<file path="config.mk">
export PLATFORM = sky130hd
export DESIGN_NAME = mac_unit
export DESIGN_NICKNAME = d
export VERILOG_FILES = /design/src/rtl/conv_pkg.sv /design/src/rtl/sat_narrow.sv /design/src/rtl/mac_unit.sv
export SDC_FILE = /design/constraint.sdc
export NUM_CORES = 1
export LEC_CHECK = 0
export ABC_AREA = 1
export CORE_UTILIZATION = 35
export CTS_CLUSTER_SIZE = 20
export DETAILED_ROUTE_END_ITERATION = 10
export PLACE_DENSITY = 0.61
export SLEW_MARGIN = 20
export SYNTH_ARGS = -nofsm -noshare
export SYNTH_HDL_FRONTEND = slang
export SYNTH_SLANG_ARGS = --single-unit
export TNS_END_PERCENT = 1
</file>
<file path="constraint.sdc">
create_clock -name clk -period 0.8 [get_ports clk]
set_clock_uncertainty 0.2 [all_clocks]
set_input_delay 0.24 -clock clk [delete_from_list [all_inputs] [get_ports clk]]
set_output_delay 0.24 -clock clk [all_outputs]
set_load 0.02 [all_outputs]
</file>
<file path="src/rtl/conv_pkg.sv">
// Shared types and defaults for the convolution datapath.
// Saturation is selected by MAC_UNIT_SAT_EN; the default build wraps.
package conv_pkg;

    localparam int unsigned DATA_WIDTH = 16;
    localparam int unsigned FRAC_BITS  = 0;
    localparam int unsigned ACC_WIDTH  = 2 * DATA_WIDTH + 1;

    typedef logic signed [DATA_WIDTH-1:0] data_t;
    typedef logic signed [ACC_WIDTH-1:0]  acc_t;

    localparam data_t SAT_MAX = {1'b0, {(DATA_WIDTH-1){1'b1}}};
    localparam data_t SAT_MIN = {1'b1, {(DATA_WIDTH-1){1'b0}}};

endpackage

</file>
<file path="src/rtl/sat_narrow.sv">
// Combinational narrower from a 2*W+1 bit accumulator to a W bit word.
// MAC_UNIT_SAT_EN defined: clamp to the signed range; undefined: keep the low W bits.
module sat_narrow
    import conv_pkg::*;
#(
    parameter int unsigned W = DATA_WIDTH
) (
    input  logic signed [2*W:0] acc_i,
    output logic signed [W-1:0] narrow_c
);

`ifdef MAC_UNIT_SAT_EN
    localparam logic signed [W-1:0] MAX_W = {1'b0, {(W-1){1'b1}}};
    localparam logic signed [W-1:0] MIN_W = {1'b1, {(W-1){1'b0}}};

    // The value fits iff every bit above the result sign bit repeats it.
    logic fits_c;

    always_comb begin
        fits_c = (acc_i[2*W:W-1] == {(W+2){1'b0}}) ||
                 (acc_i[2*W:W-1] == {(W+2){1'b1}});
        if (fits_c) begin
            narrow_c = acc_i[W-1:0];
        end else if (acc_i[2*W]) begin
            narrow_c = MIN_W;
        end else begin
            narrow_c = MAX_W;
        end
    end
`else
    logic unused_hi;

    assign unused_hi = ^acc_i[2*W:W];
    assign narrow_c  = acc_i[W-1:0];
`endif

endmodule

</file>
<file path="src/rtl/mac_unit.sv">
// Registered multiply-accumulate cell: result <= narrow((data*weight >>> FRAC_BITS) + bias).
// Narrowing saturates when MAC_UNIT_SAT_EN is defined, otherwise wraps.
module mac_unit
    import conv_pkg::*;
#(
    parameter int unsigned DATA_WIDTH = conv_pkg::DATA_WIDTH,
    parameter int unsigned FRAC_BITS  = conv_pkg::FRAC_BITS
) (
    input  logic                         clk,
    input  logic                         rst,
    input  logic                         en,
    input  logic signed [DATA_WIDTH-1:0] data_i,
    input  logic signed [DATA_WIDTH-1:0] weight_i,
    input  logic signed [DATA_WIDTH-1:0] bias_i,
    output logic signed [DATA_WIDTH-1:0] result
);

    localparam int unsigned PW = 2 * DATA_WIDTH;
    localparam int unsigned AW = 2 * DATA_WIDTH + 1;

    logic signed [PW-1:0]         prod_c;
    logic signed [PW-1:0]         scaled_c;
    logic signed [AW-1:0]         sum_c;
    logic signed [DATA_WIDTH-1:0] narrow_c;

    // Full-precision product, fixed-point rescale (floor), then bias add one bit wider.
    always_comb begin
        prod_c   = PW'(data_i) * PW'(weight_i);
        scaled_c = prod_c >>> FRAC_BITS;
        sum_c    = {scaled_c[PW-1], scaled_c} +
                   {{(DATA_WIDTH+1){bias_i[DATA_WIDTH-1]}}, bias_i};
    end

    sat_narrow #(
        .W        (DATA_WIDTH)
    ) u_sat_narrow (
        .acc_i    (sum_c),
        .narrow_c (narrow_c)
    );

    always_ff @(posedge clk or negedge rst) begin
        if (!rst) begin
            result <= '0;
        end else if (en) begin
            result <= narrow_c;
        end
    end

endmodule

</file>
; Yosys cells after proc, flatten, opt, wreduce, memory -nomap -nowiden
; Index checks and enable logic that the tools add are counted.
[totals]
regBits = 16
latchBits = 0
ramBits = 0
rom_bits = 0
inputBits = 51
word_cells = 3
mem_count = 0
[classes]
n_addsub = 1
n_mul = 1
div_mod_pow = 0
order_cmp = 0
eq_ne = 0
n_shift = 0
n_mux = 0
bitwise = 0
n_reduce_logical = 0
[ops]
columns = cell, n
row1 = 16-bit adder, 1
row2 = 16-bit by 16-bit multiplier with 16-bit output, 1

; Logic depth before layout (Yosys ltp)
[depth]
ltp_word = 2
ltp_mapped = 26
ltp_nobuf = 25

; Cells and area by module
; Synthesis repeated with hierarchy kept, for this count alone.
[unflattened]
cells_unflattened = 1609
hier_area_um2 = 12303.0
[by_module_without_submodules]
columns = module, n_inst, cells_each, area_each_um2, seq_area_each_um2
row1 = mac_unit, 1, 1593, 12182.9, 400.4
row2 = sat_narrow, 1, 16, 120.1, 0.0

; Worst setup path before layout
; OpenSTA, ideal clock, no wires.
[synth_timing]
path_kind = input to register
start = in weight_i[1]
end = reg result[14]
arrival_ns = 5.181
required_time_ns = 0.518
slack_ns = -4.663
cell_stages = 25
path_buffers = 2
path_cell_list = buf_6 -> clkbuf_1 -> nand2_1 -> inv_1 -> fa_1 -> inv_1 -> fa_1 -> inv_1 -> fa_1 -> inv_1 -> fa_1 -> inv_1 -> fa_1 -> inv_1 -> fa_1 -> inv_1 -> ha_1 -> nand2_1 -> inv_1 -> a21oi_1 -> nand3_1 -> a21oi_1 -> o21bai_1 -> or2_2 -> a31oi_1
[synth_via]
elab_chain_len = 2
[synth_lines]
columns = element, line_no
row1 = "start, declared", mac_unit.sv:13  ; input logic signed [DATA_WIDTH-1:0] weight_i,
row2 = 16-bit by 16-bit multiplier with 16-bit output, mac_unit.sv:28  ; prod_c = PW'(data_i) * PW'(weight_i);
row3 = 16-bit adder, mac_unit.sv:30  ; sum_c = {scaled_c[PW-1], scaled_c} +
row4 = "end signal, assigned", mac_unit.sv:45  ; result <= narrow_c;
row5 = "end, declared", mac_unit.sv:15  ; output logic signed [DATA_WIDTH-1:0] result
; No other way between the ends.
; A chain may end at the register's enable or synchronous reset.

; Worst setup path in the final report
[layout_timing]
start = in weight_i[2]
end = reg result[14]
; Same word-level chain as after synthesis.

==> out/results.ini <==
[sta]
min_period_ps=5030
maxSlewHeadroom=0.763
slew_violations=0
rsz0062_at_grt=true
setup_viol=32
setup_tns_ps=-55990
min_period_over_period=6.28
timing.fmax_mhz=199
max_slew.worst_pin.slew_ps=354
hold_violations=0
setup_slack_ps=-4230

[critical_path]
slowest_stage=fa_1
start_kind=input pin
required_ps=770
cp_data_arrival_time_ps=4990
critPathCaptureType=flop
crit_path_frequent_cell=fa_1
crit_chain=buf_6 > buf_6 > buf_4 > nand2_1 > inv_1 > fa_1 > inv_1 > fa_1 > fa_2 > inv_1 > fa_1 > fa_1 > inv_1 > fa_1 > inv_2 > ha_4 > nand2_4 > inv_2 > a21oi_2 > nand3_2 > a21oi_2 > o21bai_1 > or2_4 > a31oi_4
cp_slowest_stage_delay_ps=540
crit_type=in2reg
cp_max_fo=3

[final_layout]
multi_input_area_sq_mm=0.00443
final_nets=1167
antenna_cells=0
final_cell_area_sq_mm=0.00769
top_register=result
area_delta_synth_final_pct=33.0
seq_area_sq_um=400
fillCellCount=1666
largest_reg_flops=16
drive_gt1_frac=0.222
top_regs=result: 16 flops

[global_route]
grt_overflow=0
grt_pass1_vias=5102
antenna_found_initial=0
grt_start_max_net_pins=17
grt_pass1_wl_microns=22900
grt.total_usage=0.170

[cts]
clockRootBuffer=clkbuf_16
htreeDepth=1
clkSinkCount=16
insertion_delay_ps=240
cts_made_buffers=3
clk_path_buf_depth=2
cts_tree=yes
clk_pin_slew_ps=50

[logic_synthesis]
ys_types=30
seq_area_frac_synth=0.0692
ys_ff_latch=16
synth_warnings=0
yosysTopAreaCellShare=0.322
synthesis.nets=1019
synth_edf_count=0
yosysMostFrequentCell=inv_1
synthFlopType=dfrtp_1
avgSynthCellArea_sq_um=7.15
yosys.area.top_type=fa_1
netlist_area_sq_mm=0.00578
synth.cells.most_frequent=inv_1 (286), nand2_1 (219), fa_1 (93)
async_reset_ff_frac=1.00
synth_cells=809
ys_top_cells_by_area=fa_1 (32%), inv_1 (19%), ha_1 (14%)

[pwr]
ir_drop_mv=3.83
p_leak_nw=4.74
swShare=0.481
seqPwrFrac=0.045
combPwrFrac=0.925
internal_power_mw=16.4
p_per_area_mw_per_mm2=4110
pwr-share-clk=0.030
p_sw_mw=15.2

[die]
boundaryPins=67
die_h_microns=131
die_w_microns=131
core_sq_mm=0.0160
die-area_sq_mm=0.0170
row_count=46
initial_utilization=0.362

[worst_hold_path]
worst_hold_path_type=in2async

[detailed_routing]
wl_per_cell_microns=11.7
drt_iter0_drc=153
drc_errors=0
wirelength_microns=13700
dr.pass1.iters=4
drt.antenna.violating_nets=0
routed_via_density=4.28
num_vias=5010

[flow_run]
cap_violations=0

[placed_design]
dp.final_hpwl_microns=11700
gp_congestion=0.805
place_area_sq_mm=0.00733
portBuffers=66
post-place-ws_ps=-5020

[outcome]
status=finished, violations left
violations=negative setup slack

## metrics by stage
step            util  hold slack, ps  power [mW]  std cells
2_1_floorplan      -            -256        17.1        809
3_3_place_gp   0.458             255        26.0       1160
3_5_place_dp   0.458             258        26.7       1160
4_1_cts        0.473             147        29.5       1173
5_1_grt        0.481             163        34.9       1171
6_report       0.481             141        31.6       1171
## layout by cell type (no fill, tap or decap), drive strengths merged, types with 2 or more instances in the layout
cell / count
a31oi: 5
a21oi: 7
clkbuf: 6
o21bai: 6
nor2: 9
dlygate4sd2: 7
dlymetal6s2s: 2
nand3: 22
buf: 127
ha: 66
xor2: 13
fa: 93
inv: 289
clkinv: 2
dfrtp: 16
clkdlybuf4s15: 3
o21ai: 10
nand4: 3
xnor2: 4
nor3: 2
nand3b: 3
nand2: 232
clkdlybuf4s50: 25
## power groups by stage
stage,Clock [mW],Sequential (mW),Combinational (mW)
global placement,0,1.44,24.6
finish,0.943,1.44,29.2
detailed placement,0,1.45,25.3
CTS,0.969,1.43,27.1
global route,1.00,1.47,32.4
floorplan,0,1.89,15.2
## worst max-delay path, delay by kind of cell
| family | cells | cell delay (ps) |
|---|---|---|
| buffers and inverters | 9 | 640 |
| and+or+nand+nor | 4 | 480 |
| AOI/OAI and AO/OA | 4 | 560 |
| adders and majority gates | 7 | 3060 |
## cells by family (layout without fill, tap and decap cells)
| kind of cell | after synthesis | after routing | synth area share |
|---|---|---|---|
| buffers and inverters | 315 | 461 | 0.212 |
| xor gates and xnor gates | 17 | 17 | 0.0270 |
| AOI/OAI and AO/OA | 30 | 30 | 0.0305 |
| adders and majority gates | 159 | 159 | 0.465 |
| and+or+nand+nor | 272 | 272 | 0.197 |
| DFF | 16 | 16 | 0.0692 |
## layer usage
metal  vias up  global-route usage  routed length (microns)
met5         -                   0                        0
met4         0              0.0500                      315
met3        23              0.0126                      516
met2       118               0.317                     6950
met1      2318               0.208                     5870
li1       2551                   -                        -
## path summary, 6_finish.rpt
path	cells past startpoint	slack (ps)	start	to
max	24	-4230	weight_i[2]	result[14]
min	2	140	rst	result[13]
max in group asynchronous	2	140	rst	result[5]
max reg2reg	3	-240	result[14]	result[14]
min in group clk	2	260	result[2]	result[2]
min reg2reg	2	260	result[2]	result[2]
## area by class of cell
cell class | count | area share
timing repair buffer | 167 | 0.185
inverter | 291 | 0.142
sequential | 16 | 0.0521
tap | 216 | 0.0351
multi-input combinational | 478 | 0.576
clock buffer | 3 | 0.00976
## what timing repair did
item / in CTS / in global routing
hold buffers: 0 / 0
buffers inserted: 9 / 0
endpoints found under the setup margin: 32 / 32
resized for setup: 174 / 54
gates cloned: 1 / 0
pin swaps: 37 / 28
No activity file was read; power rests on OpenSTA's default activity.
